File: config.mk
export PLATFORM = sky130hd
export DESIGN_NAME = scan_shift_ctrl
export DESIGN_NICKNAME = d
export VERILOG_FILES = /design/src/rtl/scan_shift_ctrl.sv
export SDC_FILE = /design/constraint.sdc
export NUM_CORES = 1
export LEC_CHECK = 0
export ABC_CLOCK_PERIOD_IN_PS = 3300
export CAP_MARGIN = 20
export CORE_ASPECT_RATIO = 1.75
export CORE_UTILIZATION = 53
export CTS_CLUSTER_DIAMETER = 40
export DETAILED_ROUTE_END_ITERATION = 10
export HOLD_SLACK_MARGIN = 0.05
export PLACE_DENSITY = 0.8
export REMOVE_ABC_BUFFERS = 1
export SKIP_CTS_REPAIR_TIMING = 1
export SLEW_MARGIN = 10
export SYNTH_ARGS = -nofsm -noshare
export SYNTH_HDL_FRONTEND = slang
export SYNTH_SLANG_ARGS = --single-unit
File: constraint.sdc
create_clock -name clk -period 3.3 [get_ports clk]
set_input_delay 0.66 -clock clk [delete_from_list [all_inputs] [get_ports clk]]
set_output_delay 0.66 -clock clk [all_outputs]
set_load 0.005 [all_outputs]
File: src/rtl/scan_shift_ctrl.sv
// rtl/scan_shift_ctrl.sv - scan chain shift/capture/unload sequencer with response sampling
// The five chain pins are fixed ports, so CHAINS is expected to be at least 5.
module scan_shift_ctrl #(
   parameter int CHAINS = 5,
   parameter int LEN_W  = 10
) (
   input  logic              clk,
   input  logic              reset,
   input  logic              start,
   input  logic [LEN_W-1:0]  chain_len,
   input  logic [LEN_W-1:0]  pat_count,
   input  logic              pat_valid,
   input  logic [CHAINS-1:0] pat_data,
   output logic              pat_ready,
   output logic              scan_in0,
   output logic              scan_in1,
   output logic              scan_in2,
   output logic              scan_in3,
   output logic              scan_in4,
   input  logic              scan_out0,
   input  logic              scan_out1,
   input  logic              scan_out2,
   input  logic              scan_out3,
   input  logic              scan_out4,
   output logic              scan_enable,
   output logic              test_mode,
   output logic              rsp_valid,
   output logic [CHAINS-1:0] rsp_data,
   output logic              rsp_last,
   output logic              busy,
   output logic              done,
   output logic              err
);

   typedef enum logic [2:0] {
      IDLE    = 3'd0,
      SHIFT   = 3'd1,
      CAPTURE = 3'd2,
      UNLOAD  = 3'd3,
      FINISH  = 3'd4
   } state_t;

   state_t            state_q;
   logic [LEN_W-1:0]  len_q;
   logic [LEN_W-1:0]  pat_q;
   logic [LEN_W-1:0]  shift_cnt_q;
   logic [LEN_W-1:0]  pat_cnt_q;
   logic [LEN_W-1:0]  pat_cnt_d;
   logic              shift_last_d;
   logic [CHAINS-1:0] scan_in_q;
   logic [CHAINS-1:0] scan_out_v;
   logic              se_q;
   logic              tm_q;
   logic              busy_q;
   logic              done_q;
   logic              err_q;
   logic              rsp_valid_q;
   logic              rsp_last_q;
   logic [CHAINS-1:0] rsp_data_q;

   always_comb begin
      scan_out_v    = '0;
      scan_out_v[0] = scan_out0;
      scan_out_v[1] = scan_out1;
      scan_out_v[2] = scan_out2;
      scan_out_v[3] = scan_out3;
      scan_out_v[4] = scan_out4;
   end

   // Counters never exceed L-1 / P, so the LEN_W-bit arithmetic cannot wrap.
   assign pat_cnt_d    = pat_cnt_q + 1'b1;
   assign shift_last_d = (shift_cnt_q == len_q - 1'b1);

   always_ff @(posedge clk) begin
      if (reset) begin
         state_q     <= IDLE;
         len_q       <= '0;
         pat_q       <= '0;
         shift_cnt_q <= '0;
         pat_cnt_q   <= '0;
         scan_in_q   <= '0;
         se_q        <= 1'b0;
         tm_q        <= 1'b0;
         busy_q      <= 1'b0;
         done_q      <= 1'b0;
         err_q       <= 1'b0;
         rsp_valid_q <= 1'b0;
         rsp_last_q  <= 1'b0;
         rsp_data_q  <= '0;
      end else begin
         done_q      <= 1'b0;
         rsp_valid_q <= se_q;
         rsp_last_q  <= se_q && (state_q == FINISH);
         if (se_q) begin
            rsp_data_q <= scan_out_v;
         end
         case (state_q)
            IDLE: begin
               if (start && (chain_len != '0) && (pat_count != '0)) begin
                  len_q       <= chain_len;
                  pat_q       <= pat_count;
                  err_q       <= 1'b0;
                  busy_q      <= 1'b1;
                  tm_q        <= 1'b1;
                  shift_cnt_q <= '0;
                  pat_cnt_q   <= '0;
                  state_q     <= SHIFT;
               end
            end
            SHIFT: begin
               if (pat_valid) begin
                  scan_in_q <= pat_data;
                  se_q      <= 1'b1;
                  if (shift_last_d) begin
                     shift_cnt_q <= '0;
                     state_q     <= CAPTURE;
                  end else begin
                     shift_cnt_q <= shift_cnt_q + 1'b1;
                  end
               end else begin
                  // Source starved mid-pattern: abandon the session without a done pulse.
                  err_q   <= 1'b1;
                  se_q    <= 1'b0;
                  tm_q    <= 1'b0;
                  busy_q  <= 1'b0;
                  state_q <= IDLE;
               end
            end
            CAPTURE: begin
               se_q      <= 1'b0;
               pat_cnt_q <= pat_cnt_d;
               state_q   <= (pat_cnt_d < pat_q) ? SHIFT : UNLOAD;
            end
            UNLOAD: begin
               scan_in_q <= '0;
               se_q      <= 1'b1;
               if (shift_last_d) begin
                  shift_cnt_q <= '0;
                  state_q     <= FINISH;
               end else begin
                  shift_cnt_q <= shift_cnt_q + 1'b1;
               end
            end
            FINISH: begin
               se_q    <= 1'b0;
               tm_q    <= 1'b0;
               busy_q  <= 1'b0;
               done_q  <= 1'b1;
               state_q <= IDLE;
            end
            default: state_q <= IDLE;
         endcase
      end
   end

   assign pat_ready   = (state_q == SHIFT);
   assign scan_in0    = scan_in_q[0];
   assign scan_in1    = scan_in_q[1];
   assign scan_in2    = scan_in_q[2];
   assign scan_in3    = scan_in_q[3];
   assign scan_in4    = scan_in_q[4];
   assign scan_enable = se_q;
   assign test_mode   = tm_q;
   assign rsp_valid   = rsp_valid_q;
   assign rsp_data    = rsp_data_q;
   assign rsp_last    = rsp_last_q;
   assign busy        = busy_q;
   assign done        = done_q;
   assign err         = err_q;

endmodule

==> results.py, run 1 <==
metrics = {
    "detailed_routing": {
        "routedWlPerCell_um": 14.0,
        "final_antenna_net_count": 0,
        "drt_iter0_markers": 204,
        "vias": 2937,
        "drc_errors": 0,
        "routed_wl_um": 7310,
        "viasPerCell": 5.63,
        "dr.pass1.iters": 4,
    },
    "finish": {
        "nets": 486,
        "fin_util": 0.675,
        "design_area_mm2": 0.00394,
        "n_antenna_cell": 0,
        "instances_no_fill": 522,
        "seq_area_mm2": 0.00118,
        "multi_input_area_mm2": 0.00184,
        "nFillCells": 527,
        "drive_above_1_share": 0.0653,
        "area_growth_pct": 23.9,
    },
    "timing": {
        "slew_violations": 0,
        "relSlewSlack": 0.640,
        "finalWorstPathRequiredPeriod_ps": 2620,
        "rsz0062_at_grt": "no",
        "timing.fmax_mhz": 381,
        "hold_viol": 0,
        "tightest_slew_ps": 539,
        "worst_slack_ps": 675,
        "fin_crit_sh": 0.795,
        "fin_skew_ps": 10.1,
        "finalSetupViolCount": 0,
    },
    "cts": {
        "clock-root-buffer": "clkbuf_8",
        "cts_made_buffers": 9,
        "cts_sinks": 59,
        "cts_tree": "built",
        "clk_latency_ps": 340,
        "cts_buffer_depth": 2,
        "clkSlewWorstSetupHoldPaths_ps": 60,
        "h-tree-depth": 3,
    },
    "place": {
        "dp_hpwl_um": 5410,
        "dp_cells": 507,
        "placed_area_mm2": 0.00372,
        "place_congestion": 0.872,
        "pre_cts_ws_ps": 484,
        "port_buffers": 51,
    },
    "yosys": {
        "synth_top_area_frac": 0.372,
        "syn_inst": 395,
        "synth.area.top_cells": "dfxtp_1 37%, a21oi_1 7.2%, nand2_1 5.9%",
        "syn-mean-instance-area_um2": 8.05,
        "yosys_warnings": 0,
        "ys_seq_area_frac": 0.372,
        "ys.flop_type": "dfxtp_1",
        "synth.largest_area_cell": "dfxtp_1",
        "netlist_area_mm2": 0.00318,
        "async_flop_share": 0,
        "synth_seq_cells": 59,
        "ys_types": 50,
        "synth-edff-count": 0,
    },
    "run_status": {
        "status": "complete, no violations",
    },
    "power_and_ir_drop": {
        "power_density_mw_per_mm2": 498,
        "p_leak_uw": 0.00156,
        "irDropWorstVdd_mv": 0.375,
    },
    "worst_hold_path": {
        "hp-class": "register to register",
    },
    "critical_path": {
        "reg2reg_slack_ps": 680,
        "cp-start-kind": "register",
        "crit_path_end": "state_q[0]",
        "reg2regPathDepth": 9,
        "r2r-end": "state_q[0]",
        "worstSetupPathType": "register to register",
        "worstPathRequired_ps": 3530,
        "endpoint_kind": "register",
        "critPathLaunch": "len_q[0]",
        "timing.rr.start": "len_q[0]",
        "path_max_fanout": 9,
        "arrival_ps": 2850,
    },
    "grt": {
        "grt.total_usage": 0.249,
        "grt_pass1_vias": 2700,
        "grt-ovfl-total": 0,
        "antenna_found_initial": 0,
        "grt_pass1_wl_um": 12000,
        "grt_max_degree": 49,
    },
    "floorplan": {
        "rows": 37,
        "die-width_um": 60.5,
        "ios": 52,
        "die_y_um": 104,
        "die_area_mm2": 0.00632,
        "start_util": 0.545,
        "core_area_mm2": 0.00583,
    },
    "flow_run": {
        "max_cap_violations": 0,
    },
}
==> how the worst min path moves through the flow <==
stage / start / endpoint / cells after the start
CTS: pat_q[5] / pat_q[5] / 2
detailed placement: pat_q[6] / pat_q[6] / 2
finish: pat_q[5] / pat_q[5] / 2
global placement: pat_q[3] / pat_q[3] / 2
global route: pat_q[5] / pat_q[5] / 2
floorplan: pat_q[1] / pat_q[1] / 2
==> sequential cells by signal, indices dropped and copies added (netlist names) <==
name         count
busy             1
scan_enable      1
rsp_valid        1
pat_cnt_q       10
rsp_last         1
len_q           10
state_q          3
shift_cnt_q     10
err              1
scan_in_q        5
rsp_data         5
done             1
pat_q           10
==> through the flow <==
step                      power [uW]  hold slack [ps]  setup TNS, ps
after floorplan                 1070              430          -3690
after global placement          1240              444              0
after detailed placement        1260              449              0
after CTS                       1980              460              0
after global routing            2050              477              0
final                           1960              459              0
==> report_power, final <==
part           internal (uW)  switching (uW)
clock                    438             279
combinational            208             219
sequential               761            56.1
total                   1410             554
==> critical path: stages, from the launching register on <==
cell,delay [ps]
dfxtp_1,370
inv_1,80
ha_1,220
inv_1,110
a211oi_1,230
a21oi_1,80
a2111oi_2,550
and3b_1,500
nor4_4,120
or2_1,240
==> cell families after synthesis <==
family	count (synthesis)	share of synthesized area
compound gates	89	0.180
xor+xnor	19	0.0524
fa+ha+maj	12	0.0472
buf+inv	39	0.0520
flops	59	0.372
mux	7	0.0228
simple gates	170	0.274
==> final cells by class <==
cell class	count	area share
Clock buffer	10	0.0349
Timing Repair Buffer	56	0.138
Multi-Input combinational cell	297	0.467
Sequential cell	59	0.300
Clock inverter	5	0.0197
Inverter	17	0.0162
Tap cell	78	0.0248
==> cells in the final DEF, fill, tap and decap left out, types with 9 or more instances in the layout <==
cell,n
nand2_1,50
a21oi_1,46
xor2_1,12
nor2b_1,10
nand2b_1,9
inv_1,17
dfxtp_1,59
ha_1,12
nor3_1,11
nor2_1,38
clkdlybuf4s50_1,50
clkbuf_8,10
and3_1,12
nand3_1,15
==> metal layers <==
| metal | vias up | routed length [um] | GRT usage |
|---|---|---|---|
| met5 | - | 0 | 0 |
| met4 | 0 | 125 | 0.102 |
| met3 | 11 | 208 | 0.0547 |
| met2 | 45 | 4150 | 0.434 |
| met1 | 1388 | 2830 | 0.277 |
| li1 | 1493 | - | - |
==> cells in the mapped netlist (3+ instances only) <==
| library cell | number |
|---|---|
| dfxtp_1 | 59 |
| nand2_1 | 50 |
| a21oi_1 | 46 |
| nor2_1 | 38 |
| clkbuf_1 | 18 |
| inv_1 | 17 |
| nand3_1 | 15 |
| and3_1 | 12 |
| ha_1 | 12 |
| xor2_1 | 12 |
| nor3_1 | 11 |
| nor2b_1 | 10 |
| nand2b_1 | 9 |
| a22o_1 | 8 |
| o21ai_0 | 8 |
| nor4_1 | 7 |
| o41ai_1 | 7 |
| xnor2_1 | 7 |
| mux2i_1 | 5 |
| a22oi_1 | 3 |
| and2_1 | 3 |
| o2111ai_1 | 3 |
Note: power is estimated with default switching activity, not from simulation.
==> run 2: changes to the inputs <==
--- a/config.mk
+++ b/config.mk
@@ -5,7 +5,7 @@
 export SDC_FILE = /design/constraint.sdc
 export NUM_CORES = 1
 export LEC_CHECK = 0
-export ABC_CLOCK_PERIOD_IN_PS = 3300
+export ABC_CLOCK_PERIOD_IN_PS = 2600
 export CAP_MARGIN = 20
 export CORE_ASPECT_RATIO = 1.75
 export CORE_UTILIZATION = 53
==> constraint.sdc (replaced) <==
create_clock -name clk -period 2.6 [get_ports clk]
set_input_delay 0.52 -clock clk [delete_from_list [all_inputs] [get_ports clk]]
set_output_delay 0.52 -clock clk [all_outputs]
set_load 0.005 [all_outputs]
==> run 2 against run 1 <==
Power is 23% higher; sequential power is 26% higher; hold slack worse by 0.97 ps; flip-flop and latch count stayed put; worst setup slack worse by 500 ps.
==> results.py, run 2 (synthesis results as in run 1) <==
metrics = {
    "run_status": {
        "status": "complete, no violations",
    },
    "cts": {
        "clkSlewWorstSetupHoldPaths_ps": 60,
        "cts_tree": "built",
        "h-tree-depth": 3,
        "cts_buffer_depth": 2,
        "cts_made_buffers": 9,
        "clk_latency_ps": 350,
        "cts_sinks": 59,
        "clock-root-buffer": "clkbuf_8",
    },
    "finish": {
        "n_antenna_cell": 0,
        "final_common_cell": "dfxtp_1",
        "drive_above_1_share": 0.0947,
        "instances_no_fill": 532,
        "seq_area_mm2": 0.00118,
        "multi_input_area_mm2": 0.00187,
        "nFillCells": 517,
        "design_area_mm2": 0.00402,
        "mostFrequentLayoutCells": "58 x dfxtp_1, 50 x nand2_1, 50 x clkdlybuf4s50_1, 46 x a21oi_1, 38 x nor2_1",
        "area_growth_pct": 26.5,
        "nets": 495,
    },
    "critical_path": {
        "cp-start-kind": "register",
        "path_max_fanout": 9,
        "crit_path_end": "shift_cnt_q[2]",
        "reg2reg_slack_ps": 180,
        "endpoint_kind": "register",
        "arrival_ps": 2710,
        "crit_family": "simple AND/OR/NAND/NOR gates",
        "r2r-end": "shift_cnt_q[2]",
        "timing.rr.start": "len_q[2]",
        "crit_buf_inv": 1,
        "critPathLaunch": "len_q[2]",
        "crit_path_frequent_cell": "nor4_4",
        "path_depth": 8,
        "cp_cell_sequence": "nor4_4, nor3b_2, or4_1, o311ai_2, and3b_1, buf_4, nor4_4, a22o_1",
        "cpMaxStageDelayCell": "nor4_4",
        "reg2regPathDepth": 8,
        "critPathMaxStageDelay_ps": 430,
        "worstPathRequired_ps": 2890,
        "worstSetupPathType": "register to register",
    },
    "detailed_routing": {
        "viasPerCell": 5.64,
        "drc_errors": 0,
        "vias": 3000,
        "drt_iter0_markers": 152,
        "routed_wl_um": 7470,
        "dr.pass1.iters": 4,
        "final_antenna_net_count": 0,
        "routedWlPerCell_um": 14.0,
    },
    "grt": {
        "grt-ovfl-total": 0,
        "grt_pass1_vias": 2811,
        "antenna_found_initial": 0,
        "grt.total_usage": 0.253,
        "grt_max_degree": 32,
        "grt_pass1_wl_um": 12100,
    },
    "floorplan": {
        "rows": 37,
        "start_util": 0.545,
        "ios": 52,
        "core_area_mm2": 0.00583,
        "die_y_um": 104,
        "die_area_mm2": 0.00632,
        "die-width_um": 60.5,
    },
    "timing": {
        "whs_ps": 458,
        "worst_slack_ps": 175,
        "fin_skew_ps": 6.91,
        "rsz0062_at_grt": "no",
        "finalSetupViolCount": 0,
        "finalWorstPathRequiredPeriod_ps": 2420,
        "fin_crit_sh": 0.933,
        "slew_violations": 0,
        "timing.fmax_mhz": 412,
        "relSlewSlack": 0.628,
        "hold_viol": 0,
        "tightest_slew_ps": 559,
    },
    "place": {
        "placed_area_mm2": 0.00379,
        "dp_hpwl_um": 5420,
        "port_buffers": 51,
        "pre_cts_ws_ps": -16.9,
        "dp_cells": 516,
        "place_congestion": 0.796,
    },
    "power_and_ir_drop": {
        "power_density_mw_per_mm2": 599,
        "irDropWorstVdd_mv": 0.454,
        "p_total_uw": 2410,
        "p_leak_uw": 0.00160,
    },
    "worst_hold_path": {
        "hp-class": "register to register",
    },
    "flow_run": {
        "max_cap_violations": 0,
    },
}
[run 2: cell types whose count changed in the layout (fill, tap and decap cells not counted), moves of 2 or more]
| cell | change |
|---|---|
| buf_4 | +9 |
| and3_1 | -3 |
| clkbuf_8 | +3 |
| and3_2 | +2 |
| bufinv_16 | -2 |
| clkbuf_1 | +2 |
[run 2: worst min-delay path by stage]
| stage | depth (start not counted) | slack, ps | startpoint | to |
|---|---|---|---|---|
| after floorplan | 2 | 430 | pat_q[1] | pat_q[1] |
| after global placement | 2 | 440 | pat_q[1] | pat_q[1] |
| after detailed placement | 2 | 450 | pat_q[4] | pat_q[4] |
| after CTS | 2 | 460 | pat_q[4] | pat_q[4] |
| after global routing | 2 | 490 | pat_q[3] | pat_q[3] |
| final | 2 | 460 | pat_q[5] | pat_q[5] |
[run 2: stage by stage]
step | utilization | TNS (ps)
after CTS | 0.683 | 0
after floorplan | - | -13570
after global placement | 0.650 | 0
after global routing | 0.689 | 0
after detailed placement | 0.650 | -45.0
final | 0.689 | 0
[run 2: tightest hold or removal path, cell delays in order (launching register included)]
cell,delay [ps]
dfxtp_1,310
nand2_1,50
a21oi_1,50
[run 2: layout make-up]
class	count	area share
Multi-Input combinational cell	297	0.466
Inverter	17	0.0159
Tap cell	78	0.0243
Clock buffer	15	0.0464
Sequential cell	59	0.294
Timing Repair Buffer	65	0.152
Clock inverter	1	0.00124
[run 2: layer usage]
| metal | GRT usage | vias to the layer above | share of wire |
|---|---|---|---|
| met5 | 0 | - | 0 |
| met4 | 0.133 | 0 | 0.025 |
| met3 | 0.0697 | 19 | 0.030 |
| met2 | 0.445 | 53 | 0.54 |
| met1 | 0.257 | 1421 | 0.40 |
| li1 | - | 1507 | - |
[run 2: power by group]
part           switching [uW]  internal [uW]  total [uW]
combinational             293            282         575
sequential               60.9            966        1030
clock                     355            449         805
total                     709           1700        2410
==> run 3: changes to the inputs <==
--- a/config.mk
+++ b/config.mk
@@ -7,7 +7,7 @@
 export LEC_CHECK = 0
 export ABC_CLOCK_PERIOD_IN_PS = 2600
 export CAP_MARGIN = 20
-export CORE_ASPECT_RATIO = 1.75
+export CORE_ASPECT_RATIO = 0.6
 export CORE_UTILIZATION = 53
 export CTS_CLUSTER_DIAMETER = 40
 export DETAILED_ROUTE_END_ITERATION = 10
@@ -15,7 +15,6 @@
 export PLACE_DENSITY = 0.8
 export REMOVE_ABC_BUFFERS = 1
 export SKIP_CTS_REPAIR_TIMING = 1
-export SLEW_MARGIN = 10
 export SYNTH_ARGS = -nofsm -noshare
 export SYNTH_HDL_FRONTEND = slang
 export SYNTH_SLANG_ARGS = --single-unit
==> run 3 against run 2 <==
Wire length up 1.9%; final cell count grew 0.75%; clock-buffer cell count down 5; global-route usage is 0.74 points higher; worst setup slack worse by 61 ps; first-iteration DRC count rose by 2.0%; power fell by 4.3%; critical path depth is 1 higher; flip-flop and latch count stayed put; die area about the same; combinational power rose by 2%; critical endpoint is now state_q[0]; largest power group unchanged.
==> results.py, run 3 (synthesis results as in run 1) <==
metrics = {
    "detailed_routing": {
        "routed_wl_um": 7600,
        "drc_errors": 0,
        "vias": 2993,
        "drt_iter0_markers": 155,
        "routedWlPerCell_um": 14.2,
        "dr.pass1.iters": 5,
        "viasPerCell": 5.58,
        "final_antenna_net_count": 0,
    },
    "critical_path": {
        "reg2regPathDepth": 9,
        "cp_cell_sequence": "nor4_4, a21boi_1, or4_1, o311ai_2, and3b_1, buf_12, nor4_4, buf_4, or2_1",
        "r2r-end": "state_q[0]",
        "timing.rr.start": "len_q[2]",
        "critPathMaxStageDelay_ps": 520,
        "crit_path_frequent_cell": "nor4_4",
        "path_max_fanout": 9,
        "reg2reg_slack_ps": 110,
        "crit_buf_inv": 2,
        "cpMaxStageDelayCell": "or4_1",
        "arrival_ps": 2720,
        "endpoint_kind": "register",
        "crit_family": "simple AND/OR/NAND/NOR gates",
        "worstPathRequired_ps": 2830,
        "cp-start-kind": "register",
        "worstSetupPathType": "register to register",
    },
    "finish": {
        "drive_above_1_share": 0.0987,
        "area_growth_pct": 26.3,
        "nFillCells": 472,
        "mostFrequentLayoutCells": "59 x dfxtp_1, 50 x nand2_1, 50 x clkdlybuf4s50_1, 46 x a21oi_1, 38 x nor2_1",
        "fin_util": 0.707,
        "final_common_cell": "dfxtp_1",
        "nets": 498,
        "n_antenna_cell": 0,
    },
    "power_and_ir_drop": {
        "irDropWorstVdd_mv": 0.281,
        "p_switching_uw": 716,
        "intPower_uw": 1590,
        "power_density_mw_per_mm2": 574,
        "p_total_uw": 2300,
        "p_leak_uw": 0.00160,
        "seq_power_share": 0.445,
        "clkPwrFrac": 0.300,
        "comb_power_share": 0.254,
        "p_sw_frac": 0.311,
    },
    "timing": {
        "tns_ps": 0,
        "timing.fmax_mhz": 402,
        "slew_violations": 0,
        "tightest_slew_ps": 546,
        "worst_slack_ps": 114,
        "fin_skew_ps": 9.20,
        "whs_ps": 457,
        "finalWorstPathRequiredPeriod_ps": 2490,
        "finalSetupViolCount": 0,
        "hold_viol": 0,
        "relSlewSlack": 0.636,
        "rsz0062_at_grt": "no",
        "fin_crit_sh": 0.956,
    },
    "place": {
        "port_buffers": 51,
        "pre_cts_ws_ps": -84.6,
        "dp_hpwl_um": 5490,
        "place_congestion": 0.859,
    },
    "grt": {
        "grt_pass1_wl_um": 12500,
        "grt_max_degree": 47,
        "grt.total_usage": 0.261,
        "grt_pass1_vias": 2686,
        "antenna_found_initial": 0,
        "grt-ovfl-total": 0,
    },
    "cts": {
        "clkSlewWorstSetupHoldPaths_ps": 70,
        "cts_tree": "built",
        "cts_sinks": 59,
        "clk_latency_ps": 340,
        "cts_buffer_depth": 2,
        "clock-root-buffer": "clkbuf_8",
        "h-tree-depth": 3,
        "cts_made_buffers": 9,
    },
    "run_status": {
        "status": "complete, no violations",
    },
    "floorplan": {
        "die-width_um": 102,
        "start_util": 0.560,
        "die_y_um": 62.0,
        "rows": 21,
        "die_area_mm2": 0.00632,
        "core_area_mm2": 0.00568,
        "ios": 52,
    },
    "flow_run": {
        "max_cap_violations": 0,
    },
    "worst_hold_path": {
        "worst_hold_startpoint": "pat_q[8]",
        "min_to": "pat_q[8]",
        "hp-class": "register to register",
        "worstHoldPathCells": 2,
    },
}
[run 3: worst max path at each step]
stage | slack (ps) | end | start | cells after the start
3_3_place_gp | 30 | shift_cnt_q[3] | pat_count[0] | 8
3_5_place_dp | -80 | shift_cnt_q[0] | pat_count[0] | 9
2_1_floorplan | -960 | shift_cnt_q[2] | pat_count[5] | 7
6_report | 110 | state_q[0] | len_q[2] | 9
5_1_grt | 9 | state_q[0] | len_q[2] | 9
4_1_cts | 80 | state_q[1] | pat_cnt_q[0] | 9
[run 3: layer usage]
metal / GRT usage / part of all wire / vias up
li1: - / - / 1510
met1: 0.346 / 0.50 / 1382
met2: 0.419 / 0.43 / 97
met3: 0.0671 / 0.067 / 4
met4: 0.0939 / 0.0042 / 0
met5: 0 / 0 / -
[run 3: stage by stage]
stage | instance area [um2] | cells
2_1_floorplan | 3080 | 373
3_3_place_gp | 3810 | 519
3_5_place_dp | 3810 | 519
4_1_cts | 3970 | 534
5_1_grt | 4020 | 536
6_report | 4020 | 536
[run 3: final cells by class]
cell class / instances / area, um2 / area share
Multi-Input combinational cell: 297 / 1870 / 0.465
Sequential cell: 59 / 1180 / 0.294
Timing Repair Buffer: 68 / 646 / 0.161
Clock inverter: 5 / 31.3 / 0.00779
Inverter: 17 / 63.8 / 0.0159
Tap cell: 80 / 100 / 0.0249
Clock buffer: 10 / 128 / 0.0318
[run 3: worst register-to-register path, delay by kind of cell, from the launching register on]
family	cells	cell delay, ps
AND/OR/NAND/NOR	5	1440
flip-flops	1	400
buffers and inverters	2	300
AO/OA/AOI/OAI	2	260
[run 3: power groups by stage]
stage | Combinational, uW | Sequential, uW | Clock [uW]
global placement | 554 | 1040 | 0
finish | 585 | 1030 | 692
CTS | 574 | 1030 | 708
floorplan | 322 | 1040 | 0
global route | 655 | 1030 | 753
detailed placement | 571 | 1050 | 0
